===== config.mk =====
export PLATFORM = sky130hd
export DESIGN_NAME = vending_machine_param
export DESIGN_NICKNAME = d
export VERILOG_FILES = /design/src/rtl/vending_machine_param.sv
export SDC_FILE = /design/constraint.sdc
export NUM_CORES = 1
export LEC_CHECK = 0
export BUFFER_PORTS_ARGS = -buffer_cell sky130_fd_sc_hd__buf_2
export CORE_ASPECT_RATIO = 2
export CORE_MARGIN = 10
export CORE_UTILIZATION = 45
export DETAILED_ROUTE_END_ITERATION = 7
export PLACE_DENSITY_LB_ADDON = 0.15
export SYNTH_ARGS = -nofsm -noshare
export SYNTH_HDL_FRONTEND = slang
export SYNTH_SLANG_ARGS = --single-unit

===== constraint.sdc =====
create_clock -name clk_i -period 2.8 [get_ports clk_i]
set_input_delay 0.56 -clock clk_i [delete_from_list [all_inputs] [get_ports clk_i]]
set_output_delay 0.56 -clock clk_i [all_outputs]
set_load 0.05 [all_outputs]

===== src/rtl/vending_machine_param.sv =====
// Parametrised vending controller: accumulates coin credit, vends one product,
// waits for the dispenser acknowledge, then pays change or a refund one unit per cycle.
module vending_machine_param #(
  parameter int CREDIT_W    = 8,
  parameter int PRICE       = 25,
  parameter int CHANGE_UNIT = 5,
  parameter int ACK_TIMEOUT = 16
) (
  input  logic                clk_i,
  input  logic                rst_ni,
  input  logic                coin_valid_i,
  input  logic [CREDIT_W-1:0] coin_value_i,
  input  logic                cancel_i,
  input  logic                vend_ack_i,
  output logic                coin_accept_o,
  output logic                coin_reject_o,
  output logic                vend_o,
  output logic                change_valid_o,
  output logic                fault_o,
  output logic [CREDIT_W-1:0] credit_o,
  output logic [1:0]          state_o
);

  typedef enum logic [1:0] {
    IDLE     = 2'd0,
    COLLECT  = 2'd1,
    VEND     = 2'd2,
    DISPENSE = 2'd3
  } state_e;

  localparam int                TmoW     = $clog2(ACK_TIMEOUT + 1);
  localparam logic [CREDIT_W:0] PriceExt = (CREDIT_W + 1)'(PRICE);
  localparam logic [CREDIT_W-1:0] PriceW = CREDIT_W'(PRICE);
  localparam logic [CREDIT_W-1:0] UnitW  = CREDIT_W'(CHANGE_UNIT);
  localparam logic [TmoW-1:0]   TmoLast  = TmoW'(ACK_TIMEOUT - 1);

  state_e              state_q;
  logic [CREDIT_W-1:0] credit_q;
  logic [TmoW-1:0]     tmo_q;
  logic                vend_q;
  logic                coin_accept_q;
  logic                coin_reject_q;
  logic                change_valid_q;
  logic                fault_q;

  logic [CREDIT_W:0]   sum_d;
  logic [CREDIT_W-1:0] vendCredit_d;
  logic                coinOk;

  // The extra sum bit flags overflow; a coin that would wrap the credit is refused.
  assign sum_d        = {1'b0, credit_q} + {1'b0, coin_value_i};
  assign vendCredit_d = sum_d[CREDIT_W-1:0] - PriceW;
  assign coinOk       = (coin_value_i != '0) &&
                        ((coin_value_i % UnitW) == '0) &&
                        !sum_d[CREDIT_W];

  always_ff @(posedge clk_i or negedge rst_ni) begin
    if (!rst_ni) begin
      state_q        <= IDLE;
      credit_q       <= '0;
      tmo_q          <= '0;
      vend_q         <= 1'b0;
      coin_accept_q  <= 1'b1;
      coin_reject_q  <= 1'b0;
      change_valid_q <= 1'b0;
      fault_q        <= 1'b0;
    end else begin
      coin_reject_q  <= 1'b0;
      change_valid_q <= 1'b0;
      fault_q        <= 1'b0;
      case (state_q)
        IDLE, COLLECT: begin
          // Cancel only matters once credit is held; a coin offered alongside it is refused.
          if (state_q == COLLECT && cancel_i) begin
            state_q       <= DISPENSE;
            coin_accept_q <= 1'b0;
            coin_reject_q <= coin_valid_i;
          end else if (coin_valid_i) begin
            if (!coinOk) begin
              coin_reject_q <= 1'b1;
            end else if (sum_d >= PriceExt) begin
              state_q       <= VEND;
              credit_q      <= vendCredit_d;
              vend_q        <= 1'b1;
              tmo_q         <= '0;
              coin_accept_q <= 1'b0;
            end else begin
              state_q  <= COLLECT;
              credit_q <= sum_d[CREDIT_W-1:0];
            end
          end
        end
        VEND: begin
          coin_reject_q <= coin_valid_i;
          if (vend_ack_i) begin
            vend_q <= 1'b0;
            if (credit_q == '0) begin
              state_q       <= IDLE;
              coin_accept_q <= 1'b1;
            end else begin
              state_q <= DISPENSE;
            end
          end else if (tmo_q == TmoLast) begin
            // The refund fits: credit here is what remained after PRICE was taken.
            vend_q   <= 1'b0;
            fault_q  <= 1'b1;
            credit_q <= credit_q + PriceW;
            state_q  <= DISPENSE;
          end else begin
            tmo_q <= tmo_q + 1'b1;
          end
        end
        DISPENSE: begin
          coin_reject_q <= coin_valid_i;
          if (credit_q != '0) begin
            change_valid_q <= 1'b1;
            credit_q       <= credit_q - UnitW;
          end else begin
            state_q       <= IDLE;
            coin_accept_q <= 1'b1;
          end
        end
        default: begin
          state_q       <= IDLE;
          coin_accept_q <= 1'b1;
        end
      endcase
    end
  end

  assign coin_accept_o  = coin_accept_q;
  assign coin_reject_o  = coin_reject_q;
  assign vend_o         = vend_q;
  assign change_valid_o = change_valid_q;
  assign fault_o        = fault_q;
  assign credit_o       = credit_q;
  assign state_o        = state_q;

endmodule

==> results.py <==
metrics = {
    "finish": {
        "nFillCells": 436,
        "stdcell_count": 466,
        "drive_above_1_share_pct": 42.4,
        "insertedDiodeCount": 0,
        "syn2layout_area_growth_pct": 54.0,
        "final_net_count": 441,
    },
    "placed_design": {
        "dp.cells": 452,
        "dp_hpwl_um": 6570,
        "place_ws_ns": -0.817,
        "numPortBuffers": 27,
        "gp_congestion": 0.935,
    },
    "timing": {
        "maxSlewHeadroom_pct": 49.6,
        "hold_violations": 0,
        "drv_slew": 0,
        "clock.fmax_mhz": 326,
        "setup_viol": 17,
        "finalCritPeriodShare_pct": 110,
        "setup_tns_ns": -1.77,
        "rsz0062_at_grt": "true",
        "fin_crit_ns": 3.07,
        "tightest_slew_ns": 0.755,
        "skew_ns": 0.00292,
        "fin_ws_ns": -0.267,
    },
    "synth": {
        "ys.flop_type": "dfrtp_1",
        "syn_nets": 331,
        "synth_edf_count": 0,
        "synth-seq-area-share_pct": 21.6,
        "synthesis.area_sq_mm": 0.00232,
        "synth_most_common_cell": "nand2_1",
        "synthTopCellsByArea": "dfrtp_1 20%, ha_1 9.2%, nand2_1 4.7%",
        "ys_seq_elements": 20,
        "syn_inst": 299,
        "synth_top_area_share_pct": 20.5,
        "yosysTopAreaCell": "dfrtp_1",
        "synth_cell_types": 67,
        "synth_common_cells": "29 x nand2_1, 27 x nor2_1, 20 x inv_1, 19 x dfrtp_1, 19 x o21ai_0",
        "ys_warn_count": 0,
        "synth.avg_cell_area_sq_um": 7.76,
        "ys_async_sr_fraction_pct": 100,
    },
    "clock_network": {
        "cts-root-buf": "clkbuf_8",
        "cts_tree": "yes",
        "cts.clk_slew.worst_paths_ns": 0.07,
        "clk-insertion-delay-late_ns": 0.26,
        "cts_buffers": 3,
        "cts_sinks": 20,
        "h-tree-depth": 1,
        "max-clock-path-buffers": 2,
    },
    "routing": {
        "avgViaCountPerCell": 5.82,
        "wl_um": 8250,
        "drt_iter0_drc": 135,
        "num_vias": 2714,
        "drtPass1Iterations": 5,
        "ant_nets": 0,
        "drcViolationCount": 0,
        "wl_per_cell_um": 17.7,
    },
    "hold_path": {
        "hp-class": "in2async",
    },
    "global_route": {
        "grt_util_all_layers_pct": 18.6,
        "grt_pass1_wl_um": 13200,
        "antenna_found_initial": 0,
        "grt_start_max_net_pins": 21,
        "grt.overflow.total": 0,
        "grt_pass1_vias": 2860,
    },
    "critical_path": {
        "criticalPathCategory": "in2reg",
        "setup.worst_path.end_class": "flip-flop",
        "cpMaxStageDelayCell": "or4_4",
        "worstPathArrival_ns": 3.22,
        "critPathLaunchType": "primary input",
        "r2r_slack_ns": -0.12,
        "worst-path-max-fanout": 9,
        "cp.required_ns": 2.95,
        "cpPeakStageDelay_ns": 0.56,
        "worst_path_most_repeated_cell": "nor2_1",
        "worstPathCellList": "buf_8 -> buf_6 -> nand3b_1 -> buf_4 -> nor2_1 -> o21ai_1 -> o211ai_1 -> inv_1 -> ha_2 -> inv_2 -> nor2_1 -> mux2i_1 -> o31a_1 -> o32a_1 -> or4_4 -> o211a_1",
    },
    "power_and_ir_drop": {
        "peakVddDrop_mv": 0.700,
        "p_per_area_mw_per_mm2": 1060,
        "leakagePower_uw": 0.00162,
        "p_comb_share_pct": 81.8,
        "switching_share_pct": 47.9,
        "pwr-share-seq_pct": 12.3,
        "clockPowerShare_pct": 5.9,
        "internal_power_uw": 1980,
        "power.switching_uw": 1820,
    },
    "floorplan": {
        "die_area_sq_mm": 0.00860,
        "die_h_um": 122,
        "num_rows": 37,
        "ios": 28,
        "fp.dieW_um": 70.8,
        "coreArea_sq_mm": 0.00509,
        "initial_utilization_pct": 45.6,
    },
    "flow_run": {
        "max-cap-violations": 0,
    },
    "run_status": {
        "violations": "setup timing",
        "status": "finished with violations",
    },
}
logic make-up after synthesis:
family	share of synthesized area (%)
flip-flops	21.6
AND/OR/NAND/NOR	26.7
XOR/XNOR	4.91
multiplexers	2.16
buffers and inverters	5.66
AO/OA/AOI/OAI	28.0
adder cells (fa/ha/maj)	10.9
worst max-delay path, delay by kind of cell:
kind	cells	cell delay, ns
adders and majority gates	1	0.19
muxes	1	0.09
AOI/OAI and AO/OA	5	1.05
and+or+nand+nor	4	0.81
buffers and inverters	5	0.52
repair_timing:
item	in CTS	in global routing
pin swaps	23	20
resized for setup	53	22
setup endpoints to repair	18	18
hold buffers	0	0
buffers inserted	6	5
per-layer routing:
metal / global-route usage (%) / vias up / routed length [um]
met5: 0 / - / 0
met4: 10.7 / 0 / 408
met3: 2.03 / 33 / 192
met2: 39.1 / 60 / 4990
met1: 15.4 / 1302 / 2660
li1: - / 1319 / -
cell type report:
type                    instances  area [sq um]  share of cell area [%]
flip-flops and latches         20           505                    14.1
clock buffers                   4          55.1                    1.54
well taps                      58          72.6                    2.03
inverters                      20          75.1                    2.10
multi-input cells             248          2000                    55.9
repair buffers                116           868                    24.3
placed cells by master, fill, tap and decap left out, types with 4 or more instances in the layout:
cell,count
buf_4,83
nand2_1,28
nor2_1,24
buf_2,22
inv_1,19
dfrtp_1,16
ha_1,13
a21oi_1,11
o21ai_0,9
o21ai_1,8
xnor2_1,8
nand3_1,8
buf_6,8
nor3_1,6
nand2b_4,5
mux2i_1,5
or3_1,5
nand2b_1,5
nor2b_1,4
o211ai_1,4
nor4_1,4
xor2_1,4
a211oi_1,4
a311o_1,4
a31oi_1,4
clkbuf_8,4
power groups by stage:
stage | Sequential [uW] | Clock (uW) | Combinational [uW]
4_1_cts | 461 | 226 | 2940
5_1_grt | 482 | 236 | 3380
3_5_place_dp | 462 | 0 | 2630
3_3_place_gp | 461 | 0 | 2600
6_report | 468 | 225 | 3110
2_1_floorplan | 751 | 0 | 1330
final timing paths:
kind                                           start                   endpoint  depth (start not counted)
min in group clk_i         coin_accept_o$_DFFE_PN1P_  coin_accept_o$_DFFE_PN1P_                          2
max reg2reg                  credit_o[0]$_DFFE_PN0P_    credit_o[3]$_DFFE_PN0P_                         13
max                                  coin_value_i[6]    credit_o[3]$_DFFE_PN0P_                         16
min reg2reg                coin_accept_o$_DFFE_PN1P_  coin_accept_o$_DFFE_PN1P_                          2
min                                           rst_ni     state_o[1]$_DFFE_PN0P_                          1
max in group asynchronous                     rst_ni    credit_o[2]$_DFFE_PN0P_                          1
state kept, by name, indices dropped and copies added (netlist names):
register and count:
vend_o 1, change_valid_o 1, coin_accept_o 1, coin_reject_o 1, state_o 2, tmo_q 5, fault_o 1, credit_o 8
per-stage QoR:
| stage | instance area [sq um] | hold slack, ns | power (uW) | utilization (%) |
|---|---|---|---|---|
| 2_1_floorplan | 2390 | 0.264 | 2080 | - |
| 3_3_place_gp | 3110 | 0.458 | 3060 | 61.2 |
| 3_5_place_dp | 3110 | 0.465 | 3090 | 61.2 |
| 4_1_cts | 3430 | 0.254 | 3630 | 67.3 |
| 5_1_grt | 3570 | 0.249 | 4090 | 70.2 |
| 6_report | 3570 | 0.238 | 3800 | 70.2 |
No activity file was read; power rests on OpenSTA's default activity.
